`src/rtl/sar_pkg.sv`:
```
// Shared SAR definitions: code width, averaging defaults and the code type
// used by both the conversion logic and its downstream consumers.
package sar_pkg;

   localparam int SAR_DATA_W    = 4;
   localparam int SAR_LOG2_AVG  = 2;
   localparam int SAR_THRESH_HI = 10;
   localparam int SAR_THRESH_LO = 6;

   typedef logic [SAR_DATA_W-1:0] sar_code_t;

endpackage

```
`src/rtl/sar_out_buffer.sv`:
```
// One-entry valid/ready holding register; a load that finds the entry full and
// not being drained is dropped and reported with a single-cycle drop pulse.
module sar_out_buffer #(
   parameter int W = 4
) (
   input  logic         clk,
   input  logic         reset,
   input  logic         load,
   input  logic [W-1:0] load_data,
   input  logic         ready,
   output logic         valid,
   output logic [W-1:0] data,
   output logic         drop
);

   logic accept;

   // A draining handshake frees the slot in the same cycle, so a new load may
   // replace the outgoing entry without a bubble.
   assign accept = load & (~valid | ready);
   assign drop   = load & valid & ~ready;

   always_ff @(posedge clk) begin
      if (reset) begin
         valid <= 1'b0;
         data  <= '0;
      end else if (accept) begin
         valid <= 1'b1;
         data  <= load_data;
      end else if (valid & ready) begin
         valid <= 1'b0;
      end
   end

endmodule

```
`src/rtl/sar_sample_averager.sv`:
```
// Captures one SAR code per conv_done rising edge, block-averages 2^LOG2_AVG
// codes, and publishes each average with a hysteresis flag and sticky overrun.
module sar_sample_averager
   import sar_pkg::*;
#(
   parameter int DATA_W    = SAR_DATA_W,
   parameter int LOG2_AVG  = SAR_LOG2_AVG,
   parameter int THRESH_HI = SAR_THRESH_HI,
   parameter int THRESH_LO = SAR_THRESH_LO
) (
   input  logic              clk,
   input  logic              reset,
   input  logic [DATA_W-1:0] bitout,
   input  logic              conv_done,
   output logic [DATA_W-1:0] avg_data,
   output logic              avg_valid,
   input  logic              avg_ready,
   output logic              above,
   output logic              overrun,
   input  logic              clear_overrun
);

   localparam int ACC_W = DATA_W + LOG2_AVG;
   localparam int CNT_W = (LOG2_AVG > 0) ? LOG2_AVG : 1;

   // Overlapping thresholds would make the hysteresis band meaningless.
   if (THRESH_LO >= THRESH_HI) begin : g_bad_thresh
      $error("sar_sample_averager: THRESH_LO must be below THRESH_HI");
   end

   logic              conv_done_q;
   logic              rise;
   logic [ACC_W-1:0]  acc;
   logic [ACC_W-1:0]  sum;
   logic [CNT_W-1:0]  count;
   logic              last_sample;
   logic              result_evt;
   logic [DATA_W-1:0] result;
   logic              drop;

   assign rise        = conv_done & ~conv_done_q;
   assign sum         = acc + ACC_W'(bitout);
   assign last_sample = (count == CNT_W'((1 << LOG2_AVG) - 1));
   assign result_evt  = rise & last_sample;
   assign result      = sum[ACC_W-1:LOG2_AVG];

   // conv_done_q resets high so a conversion already finished when reset
   // releases is not mistaken for a fresh one.
   always_ff @(posedge clk) begin
      if (reset) begin
         conv_done_q <= 1'b1;
         acc         <= '0;
         count       <= '0;
         above       <= 1'b0;
         overrun     <= 1'b0;
      end else begin
         conv_done_q <= conv_done;
         if (rise) begin
            if (last_sample) begin
               acc   <= '0;
               count <= '0;
               if (result >= DATA_W'(THRESH_HI)) begin
                  above <= 1'b1;
               end else if (result <= DATA_W'(THRESH_LO)) begin
                  above <= 1'b0;
               end
            end else begin
               acc   <= sum;
               count <= count + CNT_W'(1);
            end
         end
         if (drop) begin
            overrun <= 1'b1;
         end else if (clear_overrun) begin
            overrun <= 1'b0;
         end
      end
   end

   sar_out_buffer #(
      .W(DATA_W)
   ) u_out_buffer (
      .clk       (clk),
      .reset     (reset),
      .load      (result_evt),
      .load_data (result),
      .ready     (avg_ready),
      .valid     (avg_valid),
      .data      (avg_data),
      .drop      (drop)
   );

endmodule

```
`config.mk`:
```
export PLATFORM = sky130hd
export DESIGN_NAME = sar_sample_averager
export DESIGN_NICKNAME = d
export VERILOG_FILES = /design/src/rtl/sar_pkg.sv /design/src/rtl/sar_out_buffer.sv /design/src/rtl/sar_sample_averager.sv
export SDC_FILE = /design/constraint.sdc
export NUM_CORES = 1
export LEC_CHECK = 0
export BUFFER_PORTS_ARGS = -buffer_cell sky130_fd_sc_hd__clkbuf_2
export CORE_ASPECT_RATIO = 0.7
export CORE_MARGIN = 1.5
export CORE_UTILIZATION = 30
export DETAILED_ROUTE_END_ITERATION = 10
export PLACE_DENSITY_LB_ADDON = 0.15
export REMOVE_ABC_BUFFERS = 1
export SLEW_MARGIN = 20
export SYNTH_ARGS = -nofsm -noshare
export SYNTH_HDL_FRONTEND = slang
export SYNTH_SLANG_ARGS = --single-unit
```
`constraint.sdc`:
```
create_clock -name clk -period 1.6 [get_ports clk]
set_input_delay 0 -clock clk [delete_from_list [all_inputs] [get_ports clk]]
set_output_delay 0 -clock clk [all_outputs]
set_load 0.02 [all_outputs]
```
Yosys cells after proc, flatten, opt, wreduce, memory -nomap -nowiden. Index checks and enable logic that the tools add are counted.

Bits in registers: 16. Bits in latches: 0. RAM bits: 0. ROM bits: 0. Input port bits: 9. Memories: 0.

$add $sub $neg: 2. Multipliers: 0. Divide/modulo/power cells: 0. $lt $le $gt $ge: 2. Equal/unequal tests: 1. Shifts and indexed selects: 0. Mux-type cells: 8. Bitwise operators: 10. Reduce and logical (&&, ||, !) cells: 4.

Operators by type and width (number): adder 6 x 4 -> 6 bit (1); bitwise AND 1 bit (6); two-way mux 1 bit (6); two-way mux 6 bit (1); nonzero test 2 bit (3); >= comparator 4 bit (second input constant) (1); less-or-equal comparator 4 x 3 -> 1 bit (second input constant) (1); NOT 1 bit (3); AND reduction 3 bit (1); adder 2 x 1 -> 2 bit (second input constant) (1); == test 2 bit (second input constant) (1); two-way mux 2 bit (1); OR 1 bit (1).

Longest topological paths before layout.
Depth after elaboration: 6. Gate-level depth with buffers: 7. Gate-level depth less buffers: 7.

Cells and area by module. From an unflattened synthesis, not the netlist that was laid out.

Cells, all modules: 96. Area total of the unflattened synthesis: 867.1 µm².

Modules (own cells, without submodules): sar_sample_averager (times used 1, cells an instance 73, area an instance 628.1 µm²); sar_out_buffer (times used 1, cells an instance 23, area an instance 239.0 µm²).

Least setup slack after synthesis. No wires, ideal clock.

Path type: reg-to-reg. Start: register acc[0]. End: register above. Library setup time: 0.128 ns. Data arrival time: 1.460 ns. Setup slack: 0.013 ns. Stages on the path, launching flop included: 8. Path buffers: 0. Period minus slack after synthesis: 1.587 ns. Cells stage by stage: dfxtp_1 > ha_1 > fa_1 > nand3_1 > nand2_1 > xnor2_2 > o22ai_1 > o211ai_2.

Word-level cells in the longest chain between the ends: 4.

RTL lines: start, declared (line sar_sample_averager.sv:33) `logic [ACC_W-1:0] acc;`; start signal, assigned (line sar_sample_averager.sv:68) `acc <= sum;`; adder 6 x 4 -> 6 bit (*) (line sar_sample_averager.sv:42) `assign sum = acc + ACC_W'(bitout);`; >= comparator 4 bit / less-or-equal comparator 4 x 3 -> 1 bit (equally long branches) (line sar_sample_averager.sv:62, sar_sample_averager.sv:64); nonzero test 2 bit (no line); AND reduction 3 bit (no line); end signal, assigned (line sar_sample_averager.sv:54) `above <= 1'b0;`; end signal, assigned (line sar_sample_averager.sv:63) `above <= 1'b1;`; end signal, assigned (line sar_sample_averager.sv:65) `above <= 1'b0;`; end, declared (line sar_sample_averager.sv:18) `output logic above,`.

Every way passes the cells marked *; elsewhere a longest branch is shown, timed or not. A chain may end at the register's enable or synchronous reset.

Final worst setup path. Same ends and word-level chain as after synthesis.

==> metrics.txt <==
Clock Tree Root=clkbuf_8; critical-path maximum fanout=4; Rows=15; H-tree level count=1; initial antenna violation count=0; post-synthesis sequential area ratio=roughly two fifths; area grow syn2layout=34.8%; DR iter-0 viols=7; initial core utilization=roughly a third; cell area after synthesis=825 um^2; width of the die=65.7 um; Total GRT Usage=roughly 12%; routed length per instance=12.1 um; die footprint=slightly above 3000 um^2; Rel. slew slack=about two thirds; Cells after Synth=89; clock-pin slew on the worst setup and hold paths=0.06 ns; gr ovfl total=0; worst setup margin=between 0.03 and 0.04 ns; port bufs=15; Yosys top cell by area=dfxtp_1; unrepaired setup endpoints after global routing=true; number of flops mapped to enable cells by yosys=0; simple-gate area share of the yosys netlist=~22%; Max-cap violations=0; gpl congestion=slightly below 0.8; Max Clk Rate=640 MHz; Hold Fails Final Rpt=0; ANT cells=0; final setup vio count=0; Final Max Slew Viols=0; Final Skew=roughly 0.0039 ns; placed insts=136; Synth top area share=38.8%; FF+latch count, synth=16; global-route wire length before repair=approximately 2700 um; peak supply drop=0.000505 V; DP HPWL=1170 um; Worst Setup End Kind=flip-flop; Synth Area in Compound Gates=between 10% and 20%; DR vias/cell=approximately 4.7; Ports=16; pin count of the biggest net entering global routing=18; vias in the first global route=600; CP arrival=between 1.5 and 2 ns; Synth Area in Adders=10.0%; clock buffer depth=2; post-synthesis mux area share=3.64%; CTS tree=done; largest family of logic cells by synthesized area=simple AND/OR/NAND/NOR gates; HP Class=input pin to flip-flop; Tcrit/Tclk final=97.6%; pre-CTS setup slack=-0.0571 ns; Non-Filler Instances=approximately 140; DR pass1 iterations=4; Final #Nets=roughly 120; core area=2530 um^2; syn avg cell area=9.26 um^2; CP Class=flip-flop to flip-flop; Top FF cell, synth=dfxtp_1; Routed WL=1710 um; Pleak=0.460 nW; CTS Buf Count=3; Distinct cells, synth=34; pwr dens=slightly below 800 nW/um^2; Synth area leaders=dfxtp_1 (39%), ha_1 (7.6%), nor2_1 (5.9%); synth warn=0; Post-synth ARST share=0%; DR DRC count=0; XOR/XNOR Fraction of Synth Area=5.16%; critical path launch point type=flip-flop; Period minus WS final=1.56 ns; die height=46.9 um; share of cells above drive strength 1=38.3%; status=complete, no violations; measured slew at the worst slew-check pin=0.491 ns; Worst-Skew Late Latency=0.25 ns; vias=663; clock sink count=16; # Post-CTS Setup Buffers=0; ANT nets after route=0; WP data required=1.73 ns
repair_timing:
item,4_1_cts,5_1_grt
hold endpoints to repair,1,0
resized for setup,4,12
cloned,0,0
pin swaps,2,5
endpoints found under the setup margin,3,9
hold buffers,1,0
report_power, final:
group	total [mW]	switching (mW)	internal [mW]	leakage [nW]
clock network	0.355	0.137	0.218	0.0288
registers	0.411	0.00637	0.405	0.130
logic	0.104	0.0549	0.0488	0.301
cell usage after synthesis (2+ instances only):
library cell / number
nand2_1: 5
nor2b_1: 2
nor3_1: 4
nor3b_1: 2
clkbuf_1: 3
ha_1: 5
inv_1: 3
a21oi_1: 7
a22oi_1: 3
mux2i_1: 3
dfxtp_1: 16
xnor2_1: 2
nor2_1: 13
layer usage:
metal  global-route usage (%)  up-vias  routed length (um)
li1                         -      348                   -
met1                     15.9      301                 857
met2                     18.2       12                 757
met3                     3.84        2                  80
met4                     2.50        0                  10
met5                        0        -                   0
final timing paths:
kind / slack (ns) / cells after the start / from / endpoint
setup / recovery: 0.04 / 7 / acc[0] / above
hold / removal: 0.03 / 4 / clear_overrun / overrun
setup reg to reg: 0.04 / 7 / acc[0] / above
hold reg to reg: 0.46 / 2 / count[1] / count[1]
critical path: stages (launching register included):
cell      delay, ns
dfxtp_1        0.31
ha_2           0.18
fa_2           0.35
nand3_2        0.09
nand2_2        0.08
xnor2_4        0.17
o22ai_2        0.18
o211ai_2       0.08
final cells by class:
| class | instances | area, um^2 |
|---|---|---|
| clock buffer | 4 | 55.1 |
| fill | 249 | 1420 |
| inverter | 3 | 11.3 |
| multi-input combinational | 66 | 578 |
| sequential | 16 | 324 |
| tap | 34 | 42.5 |
| timing repair buffer | 18 | 100 |
cells by family after synthesis:
family / after synthesis
compound gates: 18
xor+xnor: 4
fa+ha+maj: 6
buf+inv: 7
flops: 16
mux: 3
simple gates: 35
per-stage QoR:
stage                      TNS, ns  area [um^2]  total power, mW  hold slack [ns]  utilization (%)
after floorplan                  0          808            0.466           0.0691                -
after global placement     -0.0173          941            0.497            0.217             37.1
after detailed placement   -0.0571          941            0.496            0.222             37.1
after CTS                 -0.00790         1030            0.865           0.0350             40.7
after global routing       -0.0835         1110            0.904           0.0662             43.9
final                            0         1110            0.870           0.0306             43.9
placed cells by master, fill, tap and decap left out, types with 2 or more instances in the layout:
cell / count
xnor2_2: 2
clkbuf_2: 15
nor3_1: 4
dfxtp_1: 15
buf_4: 2
ha_4: 3
nor2b_1: 2
nor3b_1: 2
a22oi_1: 3
a21oi_1: 6
inv_1: 3
nor2_1: 13
nand2_1: 4
mux2i_1: 3
clkbuf_8: 4
flip-flops by register name, indices dropped and copies added (netlist names):
signal              flops
above                   1
acc                     6
conv_done_q             1
count                   2
overrun                 1
u_out_buffer.data       4
u_out_buffer.valid      1
(Power assumes the default switching activity.)
